File: src/rtl/sys_ctrl_pkg.sv
// Shared definitions for the second-generation system controller.
// This file holds the command byte codes, the state encoding and the state-class helpers.
package sys_ctrl_pkg;

  localparam logic [7:0] CMD_WR      = 8'hAA;
  localparam logic [7:0] CMD_RD      = 8'hBB;
  localparam logic [7:0] CMD_ALU_OP  = 8'hCC;
  localparam logic [7:0] CMD_ALU_NOP = 8'hDD;

  typedef enum logic [3:0] {
    ST_IDLE     = 4'd0,
    ST_WR_ADDR  = 4'd1,
    ST_WR_DATA  = 4'd2,
    ST_WR_EXEC  = 4'd3,
    ST_RD_ADDR  = 4'd4,
    ST_RD_REQ   = 4'd5,
    ST_OPA_WAIT = 4'd6,
    ST_OPA_WR   = 4'd7,
    ST_OPB_WAIT = 4'd8,
    ST_OPB_WR   = 4'd9,
    ST_FUN_WAIT = 4'd10,
    ST_ALU_EXEC = 4'd11,
    ST_TX       = 4'd12
  } state_t;

  // States that consume the next frame on enable_pulse.
  function automatic logic is_wait_state(input state_t s);
    return (s == ST_WR_ADDR) || (s == ST_WR_DATA) || (s == ST_RD_ADDR) ||
           (s == ST_OPA_WAIT) || (s == ST_OPB_WAIT) || (s == ST_FUN_WAIT);
  endfunction

  // States guarded by the inactivity timeout.
  function automatic logic is_timed_state(input state_t s);
    return is_wait_state(s) || (s == ST_RD_REQ) || (s == ST_ALU_EXEC);
  endfunction

endpackage

File: src/rtl/sys_ctrl_tx_ser.sv
// Result serialiser: this module holds the read or ALU result and pushes it into the TX FIFO.
// Bytes go out LSB first, and a full FIFO stalls the push.
module sys_ctrl_tx_ser
  import sys_ctrl_pkg::*;
#(
  parameter  int D_WIDTH   = 8,
  parameter  int RES_BYTES = 2,
  localparam int ALU_O_W   = D_WIDTH * RES_BYTES,
  localparam int CNT_W     = $clog2(RES_BYTES + 1)
) (
  input  logic               CLK,
  input  logic               RST,
  input  logic               load_rd,
  input  logic               load_alu,
  input  logic [D_WIDTH-1:0] rd_data,
  input  logic [ALU_O_W-1:0] alu_data,
  input  logic               tx_active,
  input  logic               FIFO_FULL,
  output logic               WR_INC,
  output logic [D_WIDTH-1:0] WR_DATA,
  output logic               tx_done
);

  logic [ALU_O_W-1:0] result_reg, result_next;
  logic [CNT_W-1:0]   idx_reg, idx_next;
  logic [CNT_W-1:0]   nbytes_reg, nbytes_next;
  logic [D_WIDTH-1:0] res_bytes [RES_BYTES];
  logic [D_WIDTH-1:0] byte_sel;
  logic               push;

  generate
    for (genvar gi = 0; gi < RES_BYTES; gi++) begin : g_bytes
      assign res_bytes[gi] = result_reg[gi*D_WIDTH +: D_WIDTH];
    end
  endgenerate

  always_comb begin
    byte_sel = '0;
    for (int i = 0; i < RES_BYTES; i++) begin
      if (idx_reg == CNT_W'(i)) byte_sel = res_bytes[i];
    end
  end

  assign push    = tx_active && !FIFO_FULL;
  assign tx_done = push && (idx_reg == nbytes_reg - CNT_W'(1));
  assign WR_INC  = push;
  assign WR_DATA = tx_active ? byte_sel : '0;

  always_comb begin
    result_next = result_reg;
    idx_next    = idx_reg;
    nbytes_next = nbytes_reg;
    if (load_rd) begin
      result_next = ALU_O_W'(rd_data);
      nbytes_next = CNT_W'(1);
      idx_next    = '0;
    end else if (load_alu) begin
      result_next = alu_data;
      nbytes_next = CNT_W'(RES_BYTES);
      idx_next    = '0;
    end else if (tx_done) begin
      idx_next = '0;
    end else if (push) begin
      idx_next = idx_reg + CNT_W'(1);
    end
  end

  always_ff @(posedge CLK or negedge RST) begin
    if (!RST) begin
      result_reg <= '0;
      idx_reg    <= '0;
      nbytes_reg <= '0;
    end else begin
      result_reg <= result_next;
      idx_reg    <= idx_next;
      nbytes_reg <= nbytes_next;
    end
  end

endmodule

File: src/rtl/sys_ctrl_v2.sv
// UART-command system controller: this module parses frames into register, ALU and FIFO traffic.
// It also detects frame timeouts, unknown commands and overruns.
module sys_ctrl_v2
  import sys_ctrl_pkg::*;
#(
  parameter  int D_WIDTH   = 8,
  parameter  int ADDR_SIZE = 4,
  parameter  int RES_BYTES = 2,
  parameter  int OPA_ADDR  = 0,
  parameter  int OPB_ADDR  = 1,
  parameter  int TIMEOUT   = 1023,
  parameter  int TO_W      = 10,
  localparam int ALU_O_W   = D_WIDTH * RES_BYTES
) (
  input  logic                 CLK,
  input  logic                 RST,
  input  logic [D_WIDTH-1:0]   Sync_Frame,
  input  logic                 enable_pulse,
  input  logic [D_WIDTH-1:0]   Rd_D,
  input  logic                 Rd_D_Valid,
  output logic                 Rd_En,
  output logic                 Wr_En,
  output logic [ADDR_SIZE-1:0] Addr,
  output logic [D_WIDTH-1:0]   Wr_D,
  input  logic [ALU_O_W-1:0]   ALU_OUT,
  input  logic                 OUT_Valid,
  output logic                 ALU_En,
  output logic [3:0]           FUN,
  input  logic                 FIFO_FULL,
  output logic                 WR_INC,
  output logic [D_WIDTH-1:0]   WR_DATA,
  output logic                 Gate_En,
  output logic                 CLK_DIV_EN,
  output logic                 Busy,
  output logic                 Frame_Err
);

  localparam logic [TO_W-1:0] TO_LAST = (TIMEOUT == 0) ? '0 : TO_W'(TIMEOUT - 1);

  state_t               state_reg, state_next, state_adv;
  logic [ADDR_SIZE-1:0] addr_reg;
  logic [D_WIDTH-1:0]   data_reg;
  logic [3:0]           fun_reg;
  logic                 alu_op_reg;
  logic [TO_W-1:0]      to_cnt_reg, to_cnt_next;
  logic                 err_reg, err_next;
  logic                 timeout_hit, cmd_known;
  logic                 load_rd, load_alu, tx_active, tx_done;

  assign cmd_known = (Sync_Frame == D_WIDTH'(CMD_WR))     || (Sync_Frame == D_WIDTH'(CMD_RD)) ||
                     (Sync_Frame == D_WIDTH'(CMD_ALU_OP)) || (Sync_Frame == D_WIDTH'(CMD_ALU_NOP));

  always_ff @(posedge CLK or negedge RST) begin
    if (!RST) state_reg <= ST_IDLE;
    else      state_reg <= state_next;
  end

  always_comb begin
    state_adv = state_reg;
    case (state_reg)
      ST_IDLE:
        if (enable_pulse) begin
          if      (Sync_Frame == D_WIDTH'(CMD_WR))      state_adv = ST_WR_ADDR;
          else if (Sync_Frame == D_WIDTH'(CMD_RD))      state_adv = ST_RD_ADDR;
          else if (Sync_Frame == D_WIDTH'(CMD_ALU_OP))  state_adv = ST_OPA_WAIT;
          else if (Sync_Frame == D_WIDTH'(CMD_ALU_NOP)) state_adv = ST_FUN_WAIT;
        end
      ST_WR_ADDR:  if (enable_pulse) state_adv = ST_WR_DATA;
      ST_WR_DATA:  if (enable_pulse) state_adv = ST_WR_EXEC;
      ST_WR_EXEC:  state_adv = ST_IDLE;
      ST_RD_ADDR:  if (enable_pulse) state_adv = ST_RD_REQ;
      ST_RD_REQ:   if (Rd_D_Valid) state_adv = ST_TX;
      ST_OPA_WAIT: if (enable_pulse) state_adv = ST_OPA_WR;
      ST_OPA_WR:   state_adv = ST_OPB_WAIT;
      ST_OPB_WAIT: if (enable_pulse) state_adv = ST_OPB_WR;
      ST_OPB_WR:   state_adv = ST_FUN_WAIT;
      ST_FUN_WAIT: if (enable_pulse) state_adv = ST_ALU_EXEC;
      ST_ALU_EXEC: if (OUT_Valid) state_adv = ST_TX;
      ST_TX:       if (tx_done) state_adv = ST_IDLE;
      default:     state_adv = ST_IDLE;
    endcase
    // A frame or completion arriving on the last allowed cycle beats the timeout.
    timeout_hit = (TIMEOUT != 0) && is_timed_state(state_reg) && !enable_pulse &&
                  (state_adv == state_reg) && (to_cnt_reg == TO_LAST);
    state_next  = timeout_hit ? ST_IDLE : state_adv;
  end

  always_comb begin
    to_cnt_next = to_cnt_reg + TO_W'(1);
    if ((state_next != state_reg) || enable_pulse || !is_timed_state(state_reg))
      to_cnt_next = '0;
    err_next = timeout_hit ||
               (enable_pulse && (state_reg == ST_IDLE) && !cmd_known) ||
               (enable_pulse && (state_reg != ST_IDLE) && !is_wait_state(state_reg));
  end

  always_ff @(posedge CLK or negedge RST) begin
    if (!RST) begin
      addr_reg   <= '0;
      data_reg   <= '0;
      fun_reg    <= '0;
      alu_op_reg <= 1'b0;
      to_cnt_reg <= '0;
      err_reg    <= 1'b0;
    end else begin
      if (enable_pulse) begin
        case (state_reg)
          ST_IDLE:                             if (cmd_known) alu_op_reg <= (Sync_Frame == D_WIDTH'(CMD_ALU_OP));
          ST_WR_ADDR, ST_RD_ADDR:              addr_reg <= Sync_Frame[ADDR_SIZE-1:0];
          ST_WR_DATA, ST_OPA_WAIT, ST_OPB_WAIT: data_reg <= Sync_Frame;
          ST_FUN_WAIT:                         fun_reg  <= Sync_Frame[3:0];
          default: ;
        endcase
      end
      to_cnt_reg <= to_cnt_next;
      err_reg    <= err_next;
    end
  end

  always_comb begin
    Rd_En   = 1'b0;
    Wr_En   = 1'b0;
    Addr    = '0;
    Wr_D    = '0;
    ALU_En  = 1'b0;
    FUN     = '0;
    Gate_En = 1'b0;
    case (state_reg)
      ST_WR_EXEC: begin
        Wr_En = 1'b1;
        Addr  = addr_reg;
        Wr_D  = data_reg;
      end
      ST_RD_REQ: begin
        Rd_En = 1'b1;
        Addr  = addr_reg;
      end
      ST_OPA_WR: begin
        Wr_En = 1'b1;
        Addr  = ADDR_SIZE'(OPA_ADDR);
        Wr_D  = data_reg;
      end
      ST_OPB_WR: begin
        Wr_En   = 1'b1;
        Addr    = ADDR_SIZE'(OPB_ADDR);
        Wr_D    = data_reg;
        Gate_En = 1'b1;
      end
      ST_FUN_WAIT: Gate_En = !alu_op_reg;
      ST_ALU_EXEC: begin
        ALU_En  = 1'b1;
        FUN     = fun_reg;
        Gate_En = 1'b1;
      end
      default: ;
    endcase
  end

  assign Busy       = (state_reg != ST_IDLE);
  assign Frame_Err  = err_reg;
  assign CLK_DIV_EN = 1'b1;
  assign load_rd    = (state_reg == ST_RD_REQ) && Rd_D_Valid;
  assign load_alu   = (state_reg == ST_ALU_EXEC) && OUT_Valid;
  assign tx_active  = (state_reg == ST_TX);

  sys_ctrl_tx_ser #(
    .D_WIDTH   (D_WIDTH),
    .RES_BYTES (RES_BYTES)
  ) u_tx_ser (
    .CLK       (CLK),
    .RST       (RST),
    .load_rd   (load_rd),
    .load_alu  (load_alu),
    .rd_data   (Rd_D),
    .alu_data  (ALU_OUT),
    .tx_active (tx_active),
    .FIFO_FULL (FIFO_FULL),
    .WR_INC    (WR_INC),
    .WR_DATA   (WR_DATA),
    .tx_done   (tx_done)
  );

endmodule

File: config.mk
export PLATFORM = sky130hd
export DESIGN_NAME = sys_ctrl_v2
export DESIGN_NICKNAME = d
export VERILOG_FILES = /design/src/rtl/sys_ctrl_pkg.sv /design/src/rtl/sys_ctrl_tx_ser.sv /design/src/rtl/sys_ctrl_v2.sv
export SDC_FILE = /design/constraint.sdc
export NUM_CORES = 1
export LEC_CHECK = 0
export CAP_MARGIN = 20
export CORE_ASPECT_RATIO = 1.75
export CORE_MARGIN = 2
export CORE_UTILIZATION = 25
export CTS_CLUSTER_DIAMETER = 40
export CTS_CLUSTER_SIZE = 10
export DETAILED_ROUTE_END_ITERATION = 6
export HOLD_SLACK_MARGIN = 0.03
export SLEW_MARGIN = 15
export SYNTH_ARGS = -nofsm -noshare
export SYNTH_HDL_FRONTEND = slang
export SYNTH_SLANG_ARGS = --single-unit
File: constraint.sdc
create_clock -name CLK -period 2 [get_ports CLK]
set_input_delay 0.4 -clock CLK [delete_from_list [all_inputs] [get_ports CLK]]
set_output_delay 0.4 -clock CLK [all_outputs]
set_load 0.05 [all_outputs]
# --- After elaboration in Yosys (flattened, before gate mapping) ---
# Index checks and enable logic that the tools add are counted.
totals:
  ff_bits: 52
  input_bits: 38
  out_inout_bits: 32
  elab_cells: 114
classes:
  addsub: 3
  eq_ne: 21
  mux: 35
  n_reduce_logical: 45
op_table:
  columns: ["cell", "count"]
  rows:
  - ["$mux W4", 16]
  - ["$pmux W4 S12", 1]
  - ["$eq A8 B8 Y1 const B", 4]
  - ["$mux W16", 2]
  - ["$mux W8", 4]
  - ["$eq A4 B4 Y1 const B", 5]
  - ["$eq A4 B3 Y1 const B", 4]
  - ["$logic_or A1 B1 Y1", 14]
  - ["$mux W2", 6]
  - ["$logic_and A1 B1 Y1", 11]
  - ["$add A10 B1 Y10 const B", 1]
  - ["$eq A10 B10 Y1 const B", 1]
  - ["$mux W10", 1]
  - ["$eq A4 B2 Y1 const B", 2]
  - ["$pmux W4 S2", 1]
  - ["$reduce_bool A4 Y1", 2]
  - ["$logic_not A1 Y1", 6]
  - ["$reduce_and A2 Y1", 3]
  - ["$reduce_or A2 Y1", 3]
  - ["$reduce_or A3 Y1", 2]
  - ["$eq A4 B1 Y1 const B", 1]
  - ["$eq A4 B4 Y1", 1]
  - ["$logic_not A4 Y1", 1]
  - ["$ne A4 B4 Y1", 1]
  - ["other kinds (9)", 11]

# --- Longest topological paths before layout ---
depth:
  depth_word: 16
  depth_mapped: 8
  ltp_nobuf: 7

# --- Modules after synthesis ---
# From an unflattened synthesis, not the netlist that was laid out.
hier_totals:
  hier_cells: 310
  hier_area_um2: 3062.9
by_module_without_submodules:
  columns: ["module", "instances", "cells_each", "area_per_inst_um2", "seq_area_each_um2"]
  rows:
  - ["sys_ctrl_v2", 1, 203, 2001.9, 800.8]
  - ["sys_ctrl_tx_ser", 1, 107, 1061.0, 500.5]

# --- Least setup slack after synthesis ---
# OpenSTA, ideal clock, no wires.
synth_timing:
  path_type: "register to output"
  start: "reg state_reg[2]"
  end: "out FUN[0]"
  t_arrival_ns: 2.178
  t_required_ns: 1.600
  setup_slack_ns: -0.578
  stages_incl_launch_ff: 6
  cell_sequence: "dfrtp_1 buf_4 nand2b_1 buf_2 nor2_1 and2_1"
synth_via:
  elab_chain_cells: 2
synth_rtl:
  columns: ["item", "line", "text"]
  rows:
  - ["from (decl)", "sys_ctrl_v2.sv:40", "state_t state_reg, state_next, state_adv;"]
  - ["from (signal assigned)", "sys_ctrl_v2.sv:55", "else state_reg <= state_next;"]
  - ["$eq A4 B4 Y1", "sys_ctrl_v2.sv:128", "case (state_reg)"]
  - ["$mux W4", "sys_ctrl_v2.sv:128", null]
  - ["to (decl)", "sys_ctrl_v2.sv:28", "output logic [3:0] FUN,"]
# Every way passes these cells.

# --- Worst setup path in the final report ---
layout_timing:
  start: "reg state_reg[1]"
  end: "out Busy"
layout_via:
  elab_chain_cells: 1
layout_rtl:
  columns: ["item", "line", "text"]
  rows:
  - ["$reduce_bool A4 Y1", "sys_ctrl_v2.sv:159", "assign Busy = (state_reg != ST_IDLE);"]
  - ["to (decl)", "sys_ctrl_v2.sv:34", "output logic Busy,"]
# Every way passes these cells.

==> reports/qor.csv <==
metric,value,unit
synth_area,3120,um^2
start_util,25.3,%
p_leak,2.40,nW
period_minus_slack,2.05,ns
grt_pass1_wl,16800,um
place_area,4670,um^2
path_buf_inv,5,
ant_nets,0,
syn-num-nets,399,
critPathKind,flip-flop to output pin,
critPathMaxFanout,6,
layout-drive-gt1-share,46.0,%
synth_xor_area_share,3.09,%
tns,-0.174,ns
syn_inst,357,
slowest_delay,0.46,ns
multi_input_area,2180,um^2
vias,3342,
synth_simple_gate_area_share,29.9,%
final_cells,674,
ff_latch_area,1310,um^2
dr.pass1.iters,5,
power_frac_comb,63.8,%
rr_endpoint,to_cnt_reg[1]$_DFF_PN0_,
nNetsFinal,547,
coreArea,12300,um^2
max_freq,0.489,GHz
cp-end-kind,output pin,
areaGrowthSynthToFinish,80.6,%
critPathTopFamily,buffers and inverters,
drv_cap,0,
maxSlewViolCount,0,
yosysTopAreaCell,dfrtp_1,
worstReg2RegStart,state_reg[2]$_DFF_PN0_,
ys_types,55,
post-route-period-util,102,%
crit_path_cell_trace,buf_6 -> nor4_4 -> buf_4 -> buf_4 -> inv_2 -> buf_6,
ctsHoldBuffers,0,
synth_edf_count,0,
avgSynthCellArea,8.73,um^2
r2r_cells,9,
final_cell_area,5630,um^2
power_density,1330,nW/um^2
hold_violations,0,
critPathLaunchType,flip-flop,
die_h,152,um
synth_top_area_share,41.8,%
clock_latency,0.30,ns
vias_per_cell,4.96,
largest_reg_flops,16,
worst_slack,-0.0458,ns
grt_max_degree,24,
hp-class,input port to async pin,
synth_top_family_by_area,simple AND/OR/NAND/NOR gates,
ys_seq_elements,52,
clock_skew,0.00624,ns
p_sw_share,43.2,%
synth_seq_area_share,41.8,%
status,"complete, but fails checks",
numCtsBuffers,5,
rsz0062_at_grt,yes,
drc,0,
synth.area.top_cells,"dfrtp_1 42%, nand2_1 7.9%, mux2_2 5.4%",
ys_async_sr_fraction,100,%
finalPower,7.46,mW
cts_sinks,52,
ir_worst_vdd,0.747,mV
fp.dieW,88.4,um
synth-adder-area-share,1.61,%
p_clk_share,12.0,%
row_count,54,
gp_congestion,0.900,
muxShareOfSynthArea,6.06,%
dp_hpwl,7240,um
fillers,1159,
n_antenna_cell,0,
dr.first_iter.drc_count,145,
cts.htree.levels,2,
ios,70,
r2r_slack,-0.02,ns
yosysWarnings,0,
track_usage,16.1,%
setup_viol,18,
required,1.60,ns
io_buffers,68,
path_clk_slew,0.07,ns
grt_overflow,0,
p_switching,3.22,mW
holdWs,0.0338,ns
antenna_found_initial,0,
pre_cts_ws,-0.489,ns
dpl.cell_count,632,
grt_pass1_vias,3482,
dieArea,13400,um^2
ys.flop_type,dfrtp_1,
cts_tree,yes,
clk_root_buffer_cell,clkbuf_16,
p_int,4.24,mW
p_seq_share,24.2,%
final_core_util,45.8,%
violations,setup timing,
avgRoutedWirePerCell,16.5,um
synth-compound-area-share,13.0,%
wl,11100,um
critPathSlowestCell,dfrtp_2,
ctsLongestPathBuffers,2,
crit_arrival,1.65,ns
## how the worst max path moves through the flow
stage                                          startpoint                               to  slack [ns]  cells past startpoint
after detailed placement                    Sync_Frame[1]          to_cnt_reg[3]$_DFF_PN0_       -0.49                      8
after CTS                          state_reg[2]$_DFF_PN0_          to_cnt_reg[1]$_DFF_PN0_       -0.02                      8
after global routing               state_reg[3]$_DFF_PN0_  u_tx_ser.idx_reg[1]$_DFFE_PN0P_       -0.11                      9
final                              state_reg[1]$_DFF_PN0_                             Busy       -0.05                      6
after floorplan           u_tx_ser.idx_reg[1]$_DFFE_PN0P_                       WR_DATA[1]       -0.14                      5
after global placement                      Sync_Frame[1]          to_cnt_reg[1]$_DFF_PN0_       -0.40                      8
## timing repair
action / 4_1_cts / 5_1_grt
setup buffers: 24 / 8
setup endpoints to repair: 46 / 42
gates cloned: 3 / 0
resized for setup: 76 / 54
pin swaps: 17 / 25
## Yosys cell counts (8+ instances only)
| library cell | instances |
|---|---|
| buf_2 | 9 |
| xnor2_1 | 8 |
| nand2_1 | 66 |
| and2_1 | 8 |
| mux2_2 | 15 |
| nand3_1 | 14 |
| dfrtp_1 | 52 |
| nor2_1 | 30 |
| nor3_1 | 17 |
| and3_1 | 13 |
| a21oi_1 | 15 |
| a22oi_1 | 14 |
## cell usage in the layout (no fill, tap or decap), types with 4 or more instances in the layout
cell             count
buf_4               71
nand2_1             65
dfrtp_1             48
buf_12              32
clkdlybuf4s50_1     31
nor2_1              16
mux2_2              15
buf_6               15
nand3_1             13
a21oi_1             11
nor2_4              10
and3_4              10
a22oi_1              8
nor3_1               7
xnor2_1              6
nor3_4               6
a22oi_2              6
nor2_2               5
and2_4               5
o21ai_0              5
nor3_2               5
clkbuf_16            5
inv_1                4
a21oi_2              4
inv_2                4
nand4_1              4
o211ai_1             4
dfrtp_2              4
## cell families after synthesis
kind of cell,count (synthesis)
AND/OR/NAND/NOR,184
AO/OA/AOI/OAI,60
flip-flops,52
buffers and inverters,28
multiplexers,17
XOR/XNOR,11
adder cells (fa/ha/maj),4
other,1
## metal layers
| metal | routed length, um | up-vias | global-route usage [%] |
|---|---|---|---|
| li1 | - | 1559 | - |
| met5 | 0 | - | 0 |
| met2 | 6390 | 82 | 30.6 |
| met3 | 338 | 24 | 2.28 |
| met4 | 381 | 0 | 6.74 |
| met1 | 4040 | 1677 | 17.2 |
## power by group through the flow
stage,clock network (mW),registers (mW),logic [mW]
finish,0.892,1.81,4.76
global route,0.947,1.85,5.05
CTS,0.915,1.76,4.17
detailed placement,0,1.80,3.22
global placement,0,1.79,3.18
floorplan,0,1.71,1.98
## cell type report
class | count | share of cell area, %
inverter | 8 | 0.533
clock inverter | 3 | 0.467
tap | 168 | 3.73
timing repair buffer | 158 | 31.2
multi-input combinational | 280 | 38.7
sequential | 52 | 23.2
clock buffer | 5 | 2.22
No activity file was read; power rests on OpenSTA's default activity.
